## src/rtl/rat_int_pkg.sv

```systemverilog
// rat_int_pkg: shared state encoding and sizing helpers for the RAT interrupt controller.
package rat_int_pkg;
    typedef enum logic [1:0] {IDLE, REQ, SERVICE, CLEAR} int_state_t;
    localparam int DEF_N_SRC = 4;
    localparam int DEF_TIMEOUT = 64;
    function automatic int src_w(int n);
        return n > 1 ? $clog2(n) : 1;
    endfunction
    localparam int SRC_W = src_w(DEF_N_SRC);
endpackage

```

## src/rtl/irq_edge_latch.sv

```systemverilog
// irq_edge_latch: registers one request line and latches its rising edge into a pending flop (set beats clear).
module irq_edge_latch (
    input  logic clk,
    input  logic rst,
    input  logic irq,
    input  logic clr,
    output logic pending
);
    logic cur, prev;
    always_ff @(posedge clk or posedge rst) begin
        if (rst) begin
            cur <= 1'b0;
            prev <= 1'b0;
            pending <= 1'b0;
        end else begin
            cur <= irq;
            prev <= cur;
            pending <= (cur & ~prev) | (pending & ~clr);
        end
    end
endmodule

```

## src/rtl/rat_int_controller.sv

```systemverilog
// rat_int_controller: edge-captured, lowest-index-first interrupt controller with ack/EOI handshake.
// Define IRQ_TIMEOUT_EN to abandon an unacknowledged request after TIMEOUT cycles.
module rat_int_controller import rat_int_pkg::*; #(
    parameter int N_SRC = DEF_N_SRC,
    parameter int TIMEOUT = DEF_TIMEOUT
) (
    input  logic                     clk,
    input  logic                     rst,
    input  logic [N_SRC-1:0]         irq_in,
    input  logic                     mask_we,
    input  logic [N_SRC-1:0]         mask_din,
    input  logic                     int_ack,
    input  logic                     eoi,
    output logic                     cpu_int,
    output logic [src_w(N_SRC)-1:0]  src_id,
    output logic [N_SRC-1:0]         pending,
    output logic                     busy,
    output logic                     timeout_flag
);
    localparam int SW = src_w(N_SRC);
    int_state_t state, state_n;
    logic [N_SRC-1:0] mask, eligible, clr;
    logic [SW-1:0] sel;
    logic tmo;

    for (genvar g = 0; g < N_SRC; g++) begin : g_src
        assign clr[g] = state == CLEAR && src_id == SW'(g);
        irq_edge_latch u_latch (.clk(clk), .rst(rst), .irq(irq_in[g]), .clr(clr[g]), .pending(pending[g]));
    end

    assign eligible = pending & mask;
    assign cpu_int = state == REQ;
    assign busy = state != IDLE;

    // Scan high to low so the lowest eligible index is the one left in sel.
    always_comb begin
        sel = '0;
        for (int i = N_SRC - 1; i >= 0; i--)
            if (eligible[i]) sel = SW'(i);
    end

    always_comb begin
        state_n = state;
        case (state)
            IDLE:    state_n = |eligible ? REQ : IDLE;
            REQ:     state_n = int_ack ? SERVICE : (tmo ? IDLE : REQ);
            SERVICE: state_n = eoi ? CLEAR : SERVICE;
            default: state_n = IDLE;
        endcase
    end

    always_ff @(posedge clk or posedge rst) begin
        if (rst) begin
            state <= IDLE;
            src_id <= '0;
            mask <= '1;
        end else begin
            state <= state_n;
            src_id <= (state == IDLE && |eligible) ? sel : src_id;
            mask <= mask_we ? mask_din : mask;
        end
    end

`ifdef IRQ_TIMEOUT_EN
    logic [7:0] cnt;
    assign tmo = state == REQ && cnt == 8'(TIMEOUT - 1);
    always_ff @(posedge clk or posedge rst) begin
        if (rst) begin
            cnt <= '0;
            timeout_flag <= 1'b0;
        end else begin
            cnt <= state == REQ ? cnt + 8'd1 : 8'd0;
            timeout_flag <= (tmo & ~int_ack) | (timeout_flag & ~mask_we);
        end
    end
`else
    assign tmo = 1'b0;
    assign timeout_flag = 1'(TIMEOUT < 0);
`endif
endmodule

```

## config.mk

```make
export PLATFORM = sky130hd
export DESIGN_NAME = rat_int_controller
export DESIGN_NICKNAME = d
export VERILOG_FILES = /design/src/rtl/rat_int_pkg.sv /design/src/rtl/irq_edge_latch.sv /design/src/rtl/rat_int_controller.sv
export SDC_FILE = /design/constraint.sdc
export NUM_CORES = 1
export LEC_CHECK = 0
export ABC_CLOCK_PERIOD_IN_PS = 1570
export CORE_UTILIZATION = 49
export CTS_CLUSTER_SIZE = 28
export DETAILED_ROUTE_END_ITERATION = 8
export GPL_ROUTABILITY_DRIVEN = 0
export PLACE_DENSITY = 0.81
export SLEW_MARGIN = 25
export SYNTH_ARGS = -nofsm -noshare
export SYNTH_HDL_FRONTEND = slang
export SYNTH_SLANG_ARGS = --single-unit
```

## constraint.sdc

```tcl
create_clock -name clk -period 1.57 [get_ports clk]
set_input_delay 0.314 -clock clk [delete_from_list [all_inputs] [get_ports clk]]
set_output_delay 0.314 -clock clk [all_outputs]
set_load 0.05 [all_outputs]
```

Yosys cells after proc, flatten, opt, wreduce, memory -nomap -nowiden
Index checks and enable logic that the tools add are counted.
{"block": "totals", "word_cells": 59, "reg_bits": 20, "out_inout_bits": 9, "in_bits": 13}
{"block": "op_classes", "n_reduce_logical": 9, "bitwise_logic": 21, "n_mux": 8, "eq_ne": 6}
{"operator": "2-bit two-way mux", "n": 5}
{"operator": "1-bit bitwise AND", "n": 8}
{"operator": "2-bit == test (second input constant)", "n": 4}
{"operator": "1-bit inverter", "n": 8}
{"operator": "2-bit case mux with 3 select lines", "n": 1}
{"operator": "1-bit logical AND", "n": 5}
{"operator": "4-bit bitwise AND", "n": 1}
{"operator": "2-bit by 1-bit == test with 1-bit output (second input constant)", "n": 2}
{"operator": "2-bit logical NOT", "n": 2}
{"operator": "1-bit OR", "n": 4}
{"operator": "4-bit OR reduction", "n": 1}
{"operator": "1-bit two-way mux", "n": 2}
{"operator": "2-bit nonzero test", "n": 1}

Depth between registers and ports, before layout
Gate-level depths: netlist of the first run.
{"block": "logic_depth", "word_depth": 5, "depth_mapped": 4, "ltp_nobuf": 3}

Modules after synthesis
Synthesis of the first run repeated with hierarchy kept, for this count alone.
{"block": "hier_totals", "hier_cells": 69, "hier_area_um2": 813.3}
{"module": "rat_int_controller", "n_inst": 1, "cells_per_inst": 41, "area_each_um2": 417.9}
{"module": "irq_edge_latch", "n_inst": 4, "cells_per_inst": 7, "area_each_um2": 98.8}

Worst setup path before layout of the first run
OpenSTA, ideal clock, no wires.
{"block": "synth_path", "path_type": "register to output", "start": "register state[1]", "end": "output cpu_int", "stages_incl_launch_ff": 3, "arrival_time_ns": 1.180, "setup_slack_ns": 0.076, "n_path_buf": 1, "path_cell_list": "dfrtp_1 buf_6 nor2b_1"}
{"block": "synth_via", "elab_chain_cells": 1}
{"element": "start, declared", "line_no": "rat_int_controller.sv:21", "rtl": "int_state_t state, state_n;"}
{"element": "start signal, assigned", "line_no": "rat_int_controller.sv:58", "rtl": "state <= state_n;"}
{"element": "2-bit by 1-bit == test with 1-bit output", "line_no": "rat_int_controller.sv:32", "rtl": "assign cpu_int = state == REQ;"}
{"element": "end, declared", "line_no": "rat_int_controller.sv:14", "rtl": "output logic cpu_int,"}
No other way between the ends.

Worst setup path in the final report of the first run
{"block": "layout_path", "start": "register state[1]", "end": "output busy"}
{"block": "layout_via", "elab_chain_cells": 1}
{"element": "2-bit nonzero test", "line_no": "rat_int_controller.sv:33", "rtl": "assign busy = state != IDLE;"}
{"element": "end, declared", "line_no": "rat_int_controller.sv:17", "rtl": "output logic busy,"}
No other way between the ends.

==> flow_summary.rst, run 1 <==
.. list-table::
   :header-rows: 1

   * - Metric
     - Value
   * - Maximum number of pins on one net before global-route repair
     - 21
   * - Uppermost layer routed
     - met4
   * - Fraction of power spent switching nets
     - 40.69%
   * - Switching power summed over all nets
     - 0.9131 mW
   * - Required time of the worst setup path
     - 1.26 ns
   * - Synth cell count leaders
     - 16 x sky130_fd_sc_hd__dfrtp_1, 8 x sky130_fd_sc_hd__o21ai_1, 6 x sky130_fd_sc_hd__inv_1, 5 x sky130_fd_sc_hd__buf_4, 5 x sky130_fd_sc_hd__nand2_1
   * - Placeable core area
     - 1524 um^2
   * - Post-route minimum period
     - 1.518 ns
   * - Count of buffers added by post-CTS timing repair for setup
     - 0
   * - Proportion of power drawn by combinational gates
     - 49.2%
   * - Leakage dissipation
     - 0.4884 nW
   * - Fraction of post-synthesis cell area in the top cell type by area
     - 49.84%
   * - Critical path fanouts, max
     - 8
   * - Outcome
     - finished, final reports clean
   * - GR Util All Layers
     - 16.79%
   * - Clock input transition at the sequential cells of the worst setup and hold paths
     - 0.11 ns
   * - IO Port Bufs
     - 20
   * - Cell Rows
     - 14
   * - Proportion of synthesized chip area in sequential cells
     - 62.93%
   * - Share of layout cells above drive strength 1
     - 26.74%
   * - Post-Syn Nets
     - 80
   * - Initial detailed-routing violation count
     - 8
   * - Height of the die
     - 42.49 um
   * - Effective utilization at floorplan
     - 52.71%
   * - Startpoint-to-endpoint class of the critical path
     - register to output port
   * - Number of warnings printed during yosys synthesis
     - 0
   * - Mean routed wirelength per cell
     - 13.26 um
   * - Clock buffer depth
     - 2
   * - Max Cap Viol
     - 0
   * - Met3 Wirelength
     - 58 um
   * - Post-Synthesis Cell Area
     - 803.3 um^2
   * - Critical Path, Cell by Cell
     - nor2_2 > inv_2 > buf_12
   * - Share of the cycle needed by the critical path after routing
     - 96.70%
   * - Number of optimization iterations in the first detailed-route pass
     - 4
   * - Via count of the first global-routing pass
     - 554
   * - Category of the worst setup path launch point
     - register
   * - Clock sinks
     - 20
   * - Number of synthesized register bits
     - 20
   * - Post-Synthesis Cells
     - 67
   * - FFs w/ async S/R, synth
     - 100.0%
   * - VDD IR max
     - 990.3 uV
   * - Clock H-tree levels
     - 1
   * - Post-DR vias/cell
     - 5.431
   * - Avg Cell Area, Syn
     - 11.99 um^2
   * - Internal power summed over all cells
     - 1.331 mW
   * - DRC viols
     - 0
   * - DRT Wirelength
     - 1353 um
   * - Floorplan die area
     - 1805 um^2
   * - ANT nets after route
     - 0
   * - Total global routing overflow
     - 0
   * - Number of setup violations in the final report
     - 0
   * - First-pass GRT wire length
     - 2214 um
   * - TritonCTS clock tree
     - done
   * - Number of nets in the final layout
     - 100
   * - Antenna cells
     - 0
   * - Cell with the most instances after synthesis
     - sky130_fd_sc_hd__dfrtp_1
   * - Root Buffer
     - sky130_fd_sc_hd__clkbuf_4
   * - Slew Limit Fails
     - 0
   * - Unrepaired setup endpoints after global routing
     - no
   * - Initial antenna violation count
     - 0
   * - Area growth, synth to finish
     - 37.38%
   * - Critical path endpoint category
     - output port
   * - Design Power
     - 2.244 mW
   * - Critical path data arrival time
     - 1.20 ns
   * - Setup skew after layout
     - 0.0009022 ns
   * - Width of the die
     - 42.49 um
   * - Clock buffers created by TritonCTS
     - 3
   * - Buffers plus inverters on the worst setup path
     - 2
   * - Final setup TNS
     - 0 ns
   * - Met2 layer wire length in the routed design
     - 718 um
   * - CP top delay family
     - flip-flops
   * - Area leader, netlist
     - sky130_fd_sc_hd__dfrtp_1
   * - Maximum cell stage delay along the critical path
     - 0.49 ns
   * - Worst min path class
     - primary input to asynchronous set/reset pin
   * - Io pins
     - 22
   * - Clock network power share
     - 13.0%
   * - Maximum clock frequency
     - 0.6586 GHz
   * - Latest clock arrival within the worst-skew pair
     - 0.29 ns
   * - Synth area leaders
     - sky130_fd_sc_hd__dfrtp_1 50%, sky130_fd_sc_hd__dfstp_2 13%, sky130_fd_sc_hd__mux2_1 5.6%
   * - Total via count in the routed design
     - 554
   * - Number of failing hold endpoints at the final stage
     - 0
   * - Detailed-route wire length on metal 1
     - 558 um
   * - Fraction of power consumed by sequential logic
     - 37.8%
   * - Number of unique standard cell types used by synthesis
     - 25
   * - Cell area power density
     - 2033 nW/um^2
   * - Count of flip-flops with a built-in enable after synthesis
     - 0
   * - Slowest-stage cell, CP
     - sky130_fd_sc_hd__dfrtp_2
   * - Predominant post-synthesis flop cell
     - sky130_fd_sc_hd__dfrtp_1
[metrics by stage]
stage / std cells / area (um^2) / hold slack (ns) / util, % / worst slack, ns
after floorplan: 67 / 803.3 / 0.2749 / - / 0.07552
after global placement: 98 / 1062 / 0.3581 / 69.70 / 0.2911
after detailed placement: 98 / 1062 / 0.3715 / 69.70 / 0.2549
after CTS: 102 / 1101 / 0.3309 / 72.25 / 0.006679
after global routing: 102 / 1104 / 0.3674 / 72.41 / 0.002388
final: 102 / 1104 / 0.3237 / 72.41 / 0.05174
[tightest hold or removal path: cells and delay by family]
| kind | cells | cell delay (ns) |
|---|---|---|
| buffers and inverters | 3 | 0.69 |
[final cells by class]
class                           count  area, um^2
Fill cell                         116       420.4
Clock buffer                        4       36.28
Tap cell                           16       20.02
Multi-Input combinational cell     34       225.2
Inverter                            7       26.28
Sequential cell                    20       508.0
Timing Repair Buffer               21       287.8
[cells in the final DEF (no fill, tap or decap), types with 2 or more instances in the layout]
master / n
sky130_fd_sc_hd__dfrtp_1: 14
sky130_fd_sc_hd__clkdlybuf4s50_1: 12
sky130_fd_sc_hd__o21ai_1: 8
sky130_fd_sc_hd__buf_12: 8
sky130_fd_sc_hd__inv_1: 6
sky130_fd_sc_hd__nand2_1: 5
sky130_fd_sc_hd__mux2_1: 4
sky130_fd_sc_hd__dfstp_2: 4
sky130_fd_sc_hd__clkbuf_4: 3
sky130_fd_sc_hd__a21oi_1: 2
sky130_fd_sc_hd__dfrtp_2: 2
[power by group through the flow]
stage                     sequential [mW]  combinational [mW]  clock [mW]
after global routing                0.866                1.16       0.316
after floorplan                     0.838               0.632           0
after detailed placement            0.848                1.11           0
after global placement              0.839                1.09           0
after CTS                           0.840                1.11       0.299
final                               0.848                1.10       0.291
[flip-flops by register name, indices dropped and copies added, names as in the netlist]
name                   count
g_src.u_latch.pending      4
state                      2
g_src.u_latch.prev         4
g_src.u_latch.cur          4
src_id                     2
mask                       4
[path summary, 6_finish.rpt]
path / startpoint / depth (start not counted) / to / slack [ns]
worst max register to register: g_src[1].u_latch.pending$_DFF_PP0_ / 3 / state[0]$_DFF_PP0_ / 0.49
min in group clk: g_src[0].u_latch.cur$_DFF_PP0_ / 0 / g_src[0].u_latch.prev$_DFF_PP0_ / 0.39
max in group asynchronous: rst / 3 / mask[0]$_DFFE_PP1P_ / 0.98
worst max-delay path: state[1]$_DFF_PP0_ / 3 / busy / 0.05
worst min register to register: g_src[0].u_latch.cur$_DFF_PP0_ / 0 / g_src[0].u_latch.prev$_DFF_PP0_ / 0.39
worst min-delay path: rst / 3 / g_src[2].u_latch.cur$_DFF_PP0_ / 0.32
[kinds of logic (layout without fill, tap and decap cells)]
logic type      after synthesis  after routing  share of synthesized area [%]
other cells                   1              1                         0.4668
flops                        20             20                          62.93
compound gates               15             15                          11.99
simple gates                 13             13                          8.412
buf+inv                      13             32                          9.346
mux                           5              5                          6.853
[layer usage]
layer  track usage, %  vias up
met5                0        -
met4            7.500        0
met3            3.879        3
met2            31.08       21
met1            17.78      270
li1                 -      260
[repair_timing]
item	in CTS	in global routing
pin swaps	0	0
gates cloned	0	0
setup endpoints to repair	1	2
resized for setup	1	2
hold buffers	0	0
No activity file was read; power rests on OpenSTA's default activity.
==> run 2, diff against run 1 <==
- GPL_ROUTABILITY_DRIVEN: 0 -> unset
- SLEW_MARGIN: 25 -> unset
==> results of run 2 <==
Same layout as run 1: the final DEF is identical, and so are final timing and power.
